$ cat src/rtl/pe_ctrl_pkg.sv
// pe_ctrl_pkg: shared opcode, target-type, prefix and load-width codes for the PE controller
package pe_ctrl_pkg;
  localparam int XLEN = 32;
  localparam logic [2:0] OP_ALU = 3'b000, OP_LOAD = 3'b001, OP_SEND = 3'b010, OP_PFX_I = 3'b011;
  localparam logic [2:0] OP_PFX_T = 3'b100, OP_FEND = 3'b101, OP_FSTART = 3'b110, OP_BR = 3'b111;
  localparam logic [1:0] TT_BRZ = 2'b00, TT_NONE = 2'b01, TT_OPA = 2'b10, TT_OPB = 2'b11;
  localparam logic [1:0] PFX_NONE = 2'b00, PFX_I = 2'b10, PFX_T = 2'b01;
  localparam logic [3:0] LD_B = 4'b0000, LD_H = 4'b0001, LD_W = 4'b0010, LD_BU = 4'b0100, LD_HU = 4'b0101;
endpackage

$ cat src/rtl/pe_controller_extract.sv
// pe_load_extract: width selection and sign/zero extension of a load response
module pe_load_extract
  import pe_ctrl_pkg::*;
(
  input  logic [3:0]      funct,
  input  logic [XLEN-1:0] msg,
  output logic [XLEN-1:0] data
);
  always_comb
    data = funct == LD_B  ? {{(XLEN-8){msg[7]}}, msg[7:0]} :
           funct == LD_H  ? {{(XLEN-16){msg[15]}}, msg[15:0]} :
           funct == LD_W  ? msg :
           funct == LD_BU ? XLEN'(msg[7:0]) :
           funct == LD_HU ? XLEN'(msg[15:0]) : '0;
endmodule

$ cat src/rtl/pe_controller.sv
// pe_controller: per-cycle instruction decode for one CGRA PE, all outputs registered.
// Define PE_CTRL_SEND_EN to make op 010 a message send; otherwise it is a NOP.
module pe_controller #(
  parameter int XLEN = 32,
  parameter int NMSG = 8
) (
  input  logic                 clk,
  input  logic                 reset,
  input  logic [2:0]           op,
  input  logic [3:0]           funct,
  input  logic                 ALU0,
  input  logic [5:0]           nalloc,
  input  logic                 endF,
  input  logic                 immab,
  input  logic [5:0]           immlo,
  input  logic [25:0]          immhi,
  input  logic [9:0]           offset,
  input  logic [5:0]           ta1, ta2, ta3, ta4,
  input  logic [1:0]           tt1, tt2, tt3, tt4,
  input  logic [1:0]           prefix_i,
  input  logic [25:0]          immhi_i,
  input  logic [1:0]           tt3_i, tt4_i,
  input  logic [5:0]           ta3_i, ta4_i,
  input  logic [1:0]           tt1_ctrl, tt2_ctrl,
  input  logic [XLEN-1:0]      result_1, result_2,
  input  logic [5:0]           icounter_i,
  input  logic                 mem_ack,
  input  logic [XLEN-1:0]      mem_Message,
  input  logic [NMSG*XLEN-1:0] messages,
  output logic                 mem_read,
  output logic [XLEN-1:0]      mem_address,
  output logic [3:0]           ALUsel,
  output logic                 Asel, Bsel,
  output logic [1:0]           Osel,
  output logic [XLEN-1:0]      Aval, Bval, messReg,
  output logic [1:0]           prefix_o,
  output logic [25:0]          immhi_o,
  output logic [1:0]           tt1_o, tt2_o, tt3_o, tt4_o,
  output logic [5:0]           ta1_o, ta2_o, ta3_o, ta4_o,
  output logic                 branch, oTerm,
  output logic [5:0]           nalloc_o,
  output logic                 endAck, Aenable, Benable, Renable,
  output logic [2:0]           outMessInd,
  output logic [25:0]          out_sendFIA,
  output logic                 invoke_on,
  output logic [5:0]           icounter_o
);
  import pe_ctrl_pkg::*;
  typedef struct packed {
    logic            mem_read;
    logic [XLEN-1:0] mem_address;
    logic [3:0]      alu_sel;
    logic            asel, bsel;
    logic [1:0]      osel;
    logic [XLEN-1:0] aval, bval, mess;
    logic [1:0]      prefix;
    logic [25:0]     immhi;
    logic [1:0]      tt1, tt2, tt3, tt4;
    logic [5:0]      ta1, ta2, ta3, ta4;
    logic            branch, oterm;
    logic [5:0]      nalloc;
    logic            end_ack, aen, ben, ren;
    logic [2:0]      mess_ind;
    logic [25:0]     send_fia;
    logic            invoke;
    logic [5:0]      icnt;
  } out_t;
  out_t d, q;
  logic [XLEN-1:0] imm, a, b, ld_data;
  logic a_r1, a_r2, b_r1, b_r2, unused;
  assign unused = ^{offset, messages};
  assign imm = prefix_i != PFX_NONE ? XLEN'({immhi_i, immlo}) : XLEN'(immlo);
  assign a_r1 = tt1_ctrl == TT_OPA;
  assign a_r2 = tt2_ctrl == TT_OPA;
  assign b_r1 = tt1_ctrl == TT_OPB;
  assign b_r2 = tt2_ctrl == TT_OPB;
  // result_1 takes priority when both writes target the same operand
  assign a = a_r1 ? result_1 : a_r2 ? result_2 : immab ? '0 : imm;
  assign b = b_r1 ? result_1 : b_r2 ? result_2 : immab ? imm : '0;
  pe_load_extract u_extract (.funct(funct), .msg(mem_Message), .data(ld_data));
  always_comb begin
    d = '0;
    if (op == OP_ALU || op == OP_LOAD) begin
      d.aval = a;
      d.bval = b;
      d.asel = a_r1 | a_r2;
      d.bsel = b_r1 | b_r2;
      d.tt1 = tt1;
      d.ta1 = ta1;
      d.tt2 = tt2;
      d.ta2 = ta2;
      d.branch = ALU0 & (tt1 == TT_BRZ | tt2 == TT_BRZ);
    end
    if (op == OP_ALU) begin
      d.alu_sel = funct;
      d.aen = 1'b1;
      d.ben = 1'b1;
      d.ren = 1'b1;
    end
    if (op == OP_LOAD) begin
      d.mem_read = !mem_ack;
      d.mem_address = a + b;
      d.ren = mem_ack;
      d.osel = mem_ack ? 2'b01 : 2'b00;
      d.mess = mem_ack ? ld_data : '0;
    end
`ifdef PE_CTRL_SEND_EN
    if (op == OP_SEND) begin
      d.mess_ind = funct[2:0];
      d.mess = messages[32'(funct[2:0]) * XLEN +: XLEN];
      d.send_fia = immhi;
      d.invoke = 1'b1;
      d.osel = 2'b10;
    end
`endif
    if (op == OP_PFX_I) begin
      d.prefix = PFX_I;
      d.immhi = immhi;
    end else if (op == OP_PFX_T) begin
      d.prefix = PFX_T;
      {d.tt3, d.tt4, d.ta3, d.ta4} = {tt3, tt4, ta3, ta4};
    end else if (prefix_i == PFX_T) begin
      {d.tt3, d.tt4, d.ta3, d.ta4} = {tt3_i, tt4_i, ta3_i, ta4_i};
    end
    if (op == OP_FEND) begin
      d.end_ack = endF;
      d.oterm = endF;
    end
    if (op == OP_FSTART) d.nalloc = nalloc;
    if (op == OP_BR) begin
      d.branch = 1'b1;
      d.ta1 = ta1;
    end
    d.icnt = d.branch ? ta1 : icounter_i + 6'd1;
  end
  always_ff @(posedge clk) q <= reset ? '0 : d;
  assign mem_read = q.mem_read;
  assign mem_address = q.mem_address;
  assign ALUsel = q.alu_sel;
  assign Asel = q.asel;
  assign Bsel = q.bsel;
  assign Osel = q.osel;
  assign Aval = q.aval;
  assign Bval = q.bval;
  assign messReg = q.mess;
  assign prefix_o = q.prefix;
  assign immhi_o = q.immhi;
  assign {tt1_o, tt2_o, tt3_o, tt4_o} = {q.tt1, q.tt2, q.tt3, q.tt4};
  assign {ta1_o, ta2_o, ta3_o, ta4_o} = {q.ta1, q.ta2, q.ta3, q.ta4};
  assign branch = q.branch;
  assign oTerm = q.oterm;
  assign nalloc_o = q.nalloc;
  assign endAck = q.end_ack;
  assign Aenable = q.aen;
  assign Benable = q.ben;
  assign Renable = q.ren;
  assign outMessInd = q.mess_ind;
  assign out_sendFIA = q.send_fia;
  assign invoke_on = q.invoke;
  assign icounter_o = q.icnt;
endmodule

$ cat config.mk
export PLATFORM = sky130hd
export DESIGN_NAME = pe_controller
export DESIGN_NICKNAME = d
export VERILOG_FILES = /design/src/rtl/pe_ctrl_pkg.sv /design/src/rtl/pe_controller_extract.sv /design/src/rtl/pe_controller.sv
export SDC_FILE = /design/constraint.sdc
export NUM_CORES = 1
export LEC_CHECK = 0
export ABC_AREA = 1
export BUFFER_PORTS_ARGS = -buffer_cell sky130_fd_sc_hd__buf_2
export CAP_MARGIN = 20
export CELL_PAD_IN_SITES_DETAIL_PLACEMENT = 2
export CELL_PAD_IN_SITES_GLOBAL_PLACEMENT = 2
export CORE_AREA = 10 10 282 284
export DETAILED_ROUTE_END_ITERATION = 10
export DIE_AREA = 0 0 292 294
export PLACE_DENSITY = 0.64
export SLEW_MARGIN = 20
export SYNTH_ARGS = -nofsm -noshare
export SYNTH_HDL_FRONTEND = slang
export SYNTH_SLANG_ARGS = --single-unit
$ cat constraint.sdc
create_clock -name clk -period 7 [get_ports clk]
set_clock_uncertainty 0.1 [all_clocks]
set_input_delay 0.7 -clock clk [delete_from_list [all_inputs] [get_ports clk]]
set_output_delay 0.7 -clock clk [all_outputs]
set_load 0.01 [all_outputs]
# Word-level counts from Yosys, hierarchy flattened
# Index checks and enable logic that the tools add are counted.
[word_totals]
register_bits = 214
input_bits = 499
output_inout_bits = 245
[op_classes]
n_addsub = 2
eq_ne = 15
n_mux = 26
bitwise = 11
reduce_logical = 15
[op_table]
columns = ["operator", "n"]
rows = [
  ["32-bit 2-to-1 mux", 11],
  ["12-bit 2-to-1 mux", 3],
  ["32-bit adder", 1],
  ["16-bit 2-to-1 mux", 1],
  ["2-bit OR reduction", 7],
  ["3-bit equality test (second input constant)", 4],
  ["6-bit 2-to-1 mux", 2],
  ["2-bit equality test (second input constant)", 4],
  ["4-bit by 3-bit equality test with 1-bit output (second input constant)", 2],
  ["4-bit 2-to-1 mux", 2],
  ["1-bit NOT", 7],
  ["6-bit by 1-bit adder with 6-bit output (second input constant)", 1],
  ["1-bit 2-to-1 mux", 5],
  ["4-bit by 1-bit equality test with 1-bit output (second input constant)", 1],
  ["4-bit by 2-bit equality test with 1-bit output (second input constant)", 1],
  ["2-bit logical NOT", 2],
  ["4-bit logical NOT", 1],
  ["3-bit by 1-bit equality test with 1-bit output (second input constant)", 1],
  ["3-bit by 2-bit equality test with 1-bit output (second input constant)", 1],
  ["3-bit logical NOT", 1],
  ["3-bit 2-to-1 mux", 1],
  ["1-bit OR", 3],
  ["3-bit OR reduction", 1],
  ["2-bit by 1-bit equality test with 1-bit output (second input constant)", 1],
  ["5 further kinds", 5],
]

# Depth between registers and ports, before layout
# Gate-level depths: netlist of the first run.
[logic_depth]
depth_word = 6
depth_mapped = 23

# Hierarchy
# From an unflattened synthesis of the first run, not the netlist that was laid out.
[hier_totals]
cells_unflattened = 1560
area_unflattened_um2 = 11065.6
[by_module_without_submodules]
columns = ["mod", "n_inst", "cells_each", "area_each_um2", "seq_area_each_um2"]
rows = [
  ["pe_controller", 1, 1463, 10463.8, 4244.1],
  ["pe_load_extract", 1, 97, 601.8, 0.0],
]

# Worst setup path after synthesis of the first run
# Ideal clock, no wire load.
[synth_timing]
kind = "input port to flip-flop"
start = "in tt1_ctrl[0]"
end = "reg q (netlist bit mem_address[16])"
setup_ns = 0.120
arrival_ns = 3.368
t_required_ns = 6.780
path_slack_ns = 3.412
cell_stages = 17
path_cell_list = "nand2_1 > buf_2 > buf_2 > buf_2 > buf_2 > buf_1 > a21oi_1 > ha_1 > inv_1 > fa_1 > o31ai_1 > nand2_2 > nand2_2 > nand2_1 > nand2_2 > nand3_1 > nor3b_2"
[synth_between]
elab_chain_cells = 3
elab_cells_between_ends = 5
classes_between = "add/sub (1); eq/ne (2); mux (2)"
[synth_lines]
columns = ["item", "line_no", "text"]
rows = [
  ["start: declaration", "pe_controller.sv:24", "input logic [1:0] tt1_ctrl, tt2_ctrl,"],
  ["2-bit equality test", "pe_controller.sv:75", "assign b_r1 = tt1_ctrl == TT_OPB;"],
  ["32-bit 2-to-1 mux", "pe_controller.sv:79", "assign b = b_r1 ? result_1 : b_r2 ? result_2 : immab ? imm : '0;"],
  ["via b[0]", "pe_controller.sv:69", "logic [XLEN-1:0] imm, a, b, ld_data;"],
  ["32-bit adder", "pe_controller.sv:102", "d.mem_address = a + b;"],
  ["end signal: assignment", "pe_controller.sv:136", "always_ff @(posedge clk) q <= reset ? '0 : d;"],
  ["end: declaration", "pe_controller.sv:68", "out_t d, q;"],
]
# The timed path passes the listed nets, and every way through them passes these cells.
# A chain may end at the register's enable or synchronous reset.

# Final worst setup path of the first run
[layout_timing]
start = "in tt2_ctrl[1]"
end = "reg q (netlist bit mem_address[18])"
[layout_between]
elab_chain_cells = 4
elab_cells_between_ends = 7
classes_between = "add/sub (1); eq/ne (2); mux (4)"
[layout_lines]
columns = ["item", "line_no", "text"]
rows = [
  ["start: declaration", "pe_controller.sv:24", ""],
  ["2-bit equality test", "pe_controller.sv:76", "assign b_r2 = tt2_ctrl == TT_OPB;"],
  ["32-bit 2-to-1 mux (2 in a row)", "pe_controller.sv:79", ""],
  ["via b[0]", "pe_controller.sv:69", ""],
  ["32-bit adder", "pe_controller.sv:102", ""],
]
# The timed path passes the listed nets, and every way through them passes these cells.

==> flow_summary_export.csv, run 1 <==
group,metric,value,unit
status,status,"finished, final reports clean",
hold_path,hp-start,"mem_ack",
pwr,pwr-share-comb,21.2,%
pwr,p_per_area,238,nW/um2
critical_path,worstSetupPathType,"in2reg",
detailed_routing,wl,62500,um
final_layout,nets,2444,
floorplan,die_x,292,um
grt,grt_overflow,0,
grt,antenna_found_initial,26,
placed_design,dp_hpwl,51100,um
hold_path,whs_endpoint,"mem_read$_SDFF_PP0_",
cts,cts_tree,"built",
run,drv_cap,0,
grt,grt_pass1_wl,89400,um
grt,grt_max_degree,55,
pwr,p_leak,0.00772,uW
timing,worstMarginPinSlew,1020,ps
synth,synth_warnings,0,
floorplan,rows,100,
cts,ctsHoldBuffers,0,
final_layout,final_common_cell,"buf_2",
critical_path,endpoint_kind,"register",
timing,finalSetupViolCount,0,
synth,seq_area_frac_synth,39.8,%
cts,h-tree-depth,1,
placed_design,port_buffers,446,
timing,period_needed,4490,ps
timing,drv_slew,0,
detailed_routing,avgViaCountPerCell,4.02,
pwr,p_total,3520,uW
floorplan,die_y,294,um
cts,clock_sinks,212,
floorplan,core-area,73900,um2
synth,synth_area,10700,um2
pwr,p_int,2400,uW
timing,worst_slack,2510,ps
placed_design,place_congestion,0.837,
grt,grt_usage,13.9,%
detailed_routing,wl_per_cell,21.5,um
cts,clockBufferDepth,3,
synth,syn_area_per_cell,7.17,um2
detailed_routing,drtAntennaViolNets,0,
hold_path,hold_class,"in2reg",
timing,fin_setup_tns,0,ps
pwr,ir_drop,155,uV
timing,slew_headroom,32.1,%
final_layout,fillerInstances,8844,
timing,fin_crit_sh,64.2,%
pwr,p_switching,1120,uW
synth,synth_cells,1489,
final_layout,instances_no_fill,2912,
floorplan,start_util,14.4,%
placed_design,place_inst,2852,
placed_design,place_worst_setup_slack,1850,ps
pwr,switching_share,31.8,%
final_layout,drive_gt1_share,30.4,%
grt,grt_pass1_vias,13152,
final_layout,areaGrowthSynthToFinish,38.6,%
cts,cts_buffers,28,
cts,clockRootBuffer,"clkbuf_16",
synth,synth_cell_type_count,50,
pwr,seqPwrFrac,35.5,%
timing,rsz0062_at_grt,"no",
detailed_routing,drcViolationCount,0,
critical_path,cp.required,7360,ps
cts,post_cts_buffers,0,
detailed_routing,route.vias.total,11710,
hold_path,worstHoldPathCells,2,
critical_path,crit_path_start_kind,"input pin",
pwr,pwr-share-clk,43.4,%
cts,clk_pin_slew,60,ps
synth,yosys_register_bits,212,
critical_path,cp_max_fo,21,
floorplan,dieArea,85800,um2
detailed_routing,drtIter0Drc,299,
critical_path,arrival,4850,ps
final_layout,most-common-layout-cells,"buf_2 (446), nand2_1 (215), inv_1 (214)",
cts,post_cts_resized,0,
floorplan,ios,744,
detailed_routing,drt_first_pass_iters,6,
timing,clock.fmax,223,MHz
timing,hold_viol,0,
==> routing by layer <==
layer | GRT usage, % | part of all wire (%) | vias to the layer above
li1 | - | - | 5608
met5 | 0 | 0.23 | -
met1 | 14.8 | 39 | 5597
met2 | 24.6 | 49 | 389
met4 | 3.55 | 2.2 | 22
met3 | 6.12 | 9.8 | 94
==> how the worst max path moves through the flow <==
stage	slack (ps)	endpoint	cells past startpoint	start
floorplan	3410	mem_address[16]$_SDFF_PP0_	17	tt1_ctrl[0]
global placement	1890	mem_address[18]$_SDFF_PP0_	15	tt2_ctrl[1]
detailed placement	1850	mem_address[18]$_SDFF_PP0_	15	tt2_ctrl[1]
CTS	2470	mem_address[20]$_SDFF_PP0_	17	tt2_ctrl[1]
global route	2130	mem_address[18]$_SDFF_PP0_	15	tt2_ctrl[1]
finish	2510	mem_address[18]$_SDFF_PP0_	15	tt2_ctrl[1]
==> power groups by stage <==
stage	Clock (uW)	Combinational [uW]	Sequential [uW]
floorplan	0	434	1290
global placement	0	742	1270
detailed placement	0	760	1280
CTS	1600	764	1250
global route	1650	839	1250
finish	1530	746	1250
==> through the flow <==
stage / instance area [um2] / utilization (%) / hold WS, ps
floorplan: 10800 / - / 672
global placement: 13800 / 18.7 / 784
detailed placement: 13800 / 18.7 / 791
CTS: 14800 / 20.0 / 161
global route: 14800 / 20.0 / 182
finish: 14800 / 20.0 / 222
==> cell type report <==
type	instances	area, um2	share of cell area [%]
Timing Repair Buffer	459	2330	15.7
Clock inverter	12	175	1.18
Antenna cell	10	25.0	0.169
Tap cell	969	1210	8.19
Inverter	231	867	5.86
Clock buffer	38	779	5.27
Sequential cell	212	4240	28.7
Multi-Input combinational cell	981	5170	34.9
==> critical path: stages <==
cell,delay (ps)
buf_2,320
nand2_2,480
inv_2,480
a22oi_1,190
a21oi_1,260
ha_1,290
inv_1,80
fa_1,510
o31ai_1,640
nand2_2,160
nand2_1,150
nand3_1,90
nand2_1,80
o21ai_0,80
a21oi_1,290
==> registers in the layout, summed over array words and instances (netlist names), 6 cells and up <==
register,cells
ta3_o,6
mem_address,32
messReg,32
immhi_o,26
nalloc_o,6
icounter_o,6
Bval,32
ta4_o,6
ta2_o,6
ta1_o,6
Aval,32
==> cell families (layout without fill, tap and decap cells) <==
group | count (synthesis) | in the layout | synth area share (%)
simple gates | 609 | 609 | 26.2
buf+inv | 326 | 740 | 13.2
compound gates | 305 | 305 | 16.7
flops | 212 | 212 | 39.8
fa+ha+maj | 32 | 32 | 3.82
xor+xnor | 4 | 4 | 0.328
other cells | 1 | 41 | 0.0351
==> synthesized netlist by cell type, drive strengths merged <==
cell type	count	area [um2]
a22oi	8	60.1
xor2	3	26.3
fa	1	20.0
nor3b	10	80.1
a31o	1	8.76
a221o	1	10.0
nor2	196	781
o21a	27	203
a211oi	22	165
a31oi	5	31.3
a21boi	1	11.3
clkbuf	40	150
o22ai	1	6.26
nand2	247	1010
or2	4	25.0
a221oi	2	17.5
inv	225	845
buf	55	394
nor3	11	66.3
o21ai	68	348
nand3b	3	22.5
dfxtp	212	4240
a21o	1	7.51
a21oi	160	850
nand4	34	213
xnor2	1	8.76
o21bai	3	26.3
clkinv	6	22.5
nand3	104	593
conb	1	3.75
ha	31	388
o31ai	5	37.5
No activity file was read; power rests on OpenSTA's default activity.
==> inputs of run 2 (changes only) <==
--- a/config.mk
+++ b/config.mk
@@ -5,7 +5,7 @@
 export SDC_FILE = /design/constraint.sdc
 export NUM_CORES = 1
 export LEC_CHECK = 0
-export ABC_AREA = 1
+export ABC_AREA = 0
 export BUFFER_PORTS_ARGS = -buffer_cell sky130_fd_sc_hd__buf_2
 export CAP_MARGIN = 20
 export CELL_PAD_IN_SITES_DETAIL_PLACEMENT = 2
@@ -13,7 +13,7 @@
 export CORE_AREA = 10 10 282 284
 export DETAILED_ROUTE_END_ITERATION = 10
 export DIE_AREA = 0 0 292 294
-export PLACE_DENSITY = 0.64
+export PLACE_DENSITY = 0.59
 export SLEW_MARGIN = 20
 export SYNTH_ARGS = -nofsm -noshare
 export SYNTH_HDL_FRONTEND = slang
==> constraint.sdc (replaced) <==
create_clock -name clk -period 4.6 [get_ports clk]
set_clock_uncertainty 0.1 [all_clocks]
set_input_delay 0.46 -clock clk [delete_from_list [all_inputs] [get_ports clk]]
set_output_delay 0.46 -clock clk [all_outputs]
set_load 0.01 [all_outputs]
==> run 2 against run 1 <==
Against the previous run:
- cell area rose by 2.0%
- flip-flop and latch count did not move
- synthesized area fell by 9.6%
- synthesized cell count fell by 26%
- die area did not move
- critical endpoint is now mem_address[29]$_SDFF_PP0_
- power rose by 54%
- critical path type unchanged
- largest power group unchanged
- hold slack got worse by 180 ps
- non-clock buffer count rose by 142
- first-iteration DRC count rose by 44%
- via count fell by 9.4%
- sequential power rose by 52%
==> flow_summary_export.csv, run 2 <==
group,metric,value,unit
critical_path,endpoint_kind,"register",
synth,synth_top_family_by_area,"compound AO/OA/AOI/OAI gates",
detailed_routing,drcViolationCount,0,
timing,finalSetupViolCount,0,
detailed_routing,drtAntennaViolNets,0,
critical_path,worstSetupPathType,"in2reg",
placed_design,dp_hpwl,47300,um
synth,synth_compound_area_share,23.4,%
final_layout,most-common-layout-cells,"buf_2 (446), dfxtp_1 (212), nor2_1 (112)",
placed_design,place_worst_setup_slack,-245,ps
final_layout,nets,2188,
synth,synth_cells,1099,
status,status,"finished, final reports clean",
floorplan,rows,100,
final_layout,multi_input_area,4930,um2
grt,grt_usage,13.1,%
hold_path,hp-start,"mem_Message[4]",
cts,cts_tree,"built",
synth,synth_edf_count,0,
placed_design,place_area,13400,um2
detailed_routing,wl,58700,um
pwr,p_per_area,360,nW/um2
cts,cts_buffers,29,
detailed_routing,route.vias.total,10604,
cts,clockBufferDepth,3,
critical_path,crit_buf_inv,3,
floorplan,die_y,294,um
cts,clock_sinks,212,
pwr,p_leak,0.00701,uW
floorplan,dieArea,85800,um2
synth,syn_area_per_cell,8.78,um2
timing,worst_slack,505,ps
grt,antenna_found_initial,23,
final_layout,fin_area,15100,um2
timing,hold_viol,0,
timing,drv_slew,0,
synth,synth_area,9650,um2
grt,grt_overflow,0,
synth,synth_xor_area_share,3.27,%
critical_path,crit_chain,"buf_2 -> nor2b_4 -> buf_4 -> nor2_2 -> a32oi_1 -> a21oi_1 -> ha_1 -> nand3_1 -> nor2_1 -> a211o_1 -> a221oi_1 -> buf_4 -> o31a_1 -> nor3_4 -> a41oi_2 -> o31a_1 -> o31ai_1 -> mux2i_1",
floorplan,core-area,73900,um2
critical_path,crit_path_start_kind,"input pin",
cts,post_cts_buffers,0,
final_layout,areaGrowthSynthToFinish,56.4,%
placed_design,place_congestion,0.796,
cts,clk_pin_slew,60,ps
critical_path,max_stage_delay,390,ps
synth,yosys_register_bits,212,
final_layout,fillerInstances,8567,
synth,seq_area_frac_synth,44.0,%
final_layout,drive_gt1_share,36.6,%
timing,clock.fmax,244,MHz
synth,yosysMostFrequentCell,"dfxtp_1",
synth,synth_common_cells,"dfxtp_1 (212), nor2_1 (115), a21oi_1 (111)",
detailed_routing,wl_per_cell,22.2,um
timing,slew_headroom,37.8,%
hold_path,hold_class,"in2reg",
grt,grt_pass1_vias,11968,
timing,period_needed,4090,ps
synth,muxShareOfSynthArea,0.726,%
synth,synth_warnings,0,
critical_path,crit_slowest_cell,"ha_1",
detailed_routing,avgViaCountPerCell,4.00,
critical_path,cp.required,4990,ps
synth,async_flop_share,0,%
timing,worstMarginPinSlew,931,ps
detailed_routing,drt_first_pass_iters,4,
run,drv_cap,0,
critical_path,crit_family,"compound AO/OA/AOI/OAI gates",
timing,rsz0062_at_grt,"no",
cts,h-tree-depth,1,
floorplan,die_x,292,um
synth,synth.area.top_cells,"dfxtp_1 (44%), a21oi_1 (5.8%), nor2_1 (4.5%), ha_1 (4.0%), and2_1 (3.6%)",
synth,yosys.area.top_type,"dfxtp_1",
floorplan,start_util,13.1,%
critical_path,arrival,4490,ps
placed_design,port_buffers,446,
pwr,ir_drop,253,uV
synth,synth_ff_type,"dfxtp_1",
synth,yosys.area_share.simple,17.6,%
timing,fin_crit_sh,89.0,%
final_layout,final_common_cell,"buf_2",
final_layout,ff_latch_area,4240,um2
synth,synth.top_cell.area_share,44.0,%
synth,synthAdderAreaFrac,4.23,%
synth,synth_cell_type_count,66,
grt,grt_max_degree,40,
detailed_routing,drtIter0Drc,432,
critical_path,cp_max_fo,8,
grt,grt_pass1_wl,84400,um
final_layout,final_util,20.4,%
floorplan,ios,744,
cts,clockRootBuffer,"clkbuf_16",
critical_path,critPathLaunch,"tt2_ctrl[1]",
-- run 2: cell types whose count changed after synthesis, moves of 26 or more --
cell / before / now
a32oi_1: 0 / 39
inv_1: 214 / 25
nand4_1: 34 / 2
nand2_1: 217 / 81
nand2_2: 28 / 0
o21ai_0: 63 / 37
a21oi_1: 151 / 111
and2_1: 0 / 56
nand3_1: 94 / 28
nor2_1: 186 / 115
-- run 2: what timing repair did --
action                    CTS  global route
gates resized for setup     0             0
hold endpoints to repair   64             0
hold buffers               64             0
-- run 2: cell type report --
| cell class | count | share of cell area (%) |
|---|---|---|
| multi-input cells | 788 | 32.7 |
| flip-flops and latches | 212 | 28.1 |
| repair buffers | 601 | 23.8 |
| well taps | 969 | 8.03 |
| clock buffers | 37 | 5.27 |
| clock inverters | 15 | 1.42 |
| inverters | 25 | 0.622 |
| diodes | 4 | 0.0663 |
-- run 2: per-stage QoR --
step	hold slack (ps)	TNS (ps)	power, uW	cells
3_5_place_dp	557	-1210	3020	2531
2_1_floorplan	432	0	2510	1129
3_3_place_gp	539	-1010	2990	2531
6_report	42.6	0	5440	2651
4_1_cts	0.339	0	5570	2647
5_1_grt	14.0	0	5750	2647
-- run 2: cell families (layout without fill, tap and decap cells) --
group                      after synthesis  in the layout
DFF                                    212            212
AOI/OAI and AO/OA                      332            332
buffers and inverters                  129            678
muxes                                    7              7
and+or+nand+nor                        350            350
adders and majority gates               32             32
xor gates and xnor gates                36             36
other                                    1             35
-- run 2: final timing paths --
| path | slack [ps] | depth (start not counted) | endpoint |
|---|---|---|---|
| worst max-delay path | 510 | 18 | mem_address[29]$_SDFF_PP0_ |
| worst min-delay path | 40 | 2 | messReg[4]$_SDFF_PP0_ |
-- run 2: per-layer routing --
metal	GRT usage (%)	share of wire [%]	vias to the layer above	routed length [um]
li1	-	-	4925	-
met1	15.4	42	5158	24700
met2	22.6	47	419	27700
met3	5.06	9.1	80	5380
met4	2.16	1.5	22	856
met5	0	0.23	-	133
-- run 2: power by group --
group | total [uW] | internal [uW] | switching, uW
Sequential | 1900 | 1890 | 15.1
Combinational | 1120 | 475 | 642
Clock | 2420 | 1490 | 924
Total | 5440 | 3860 | 1580
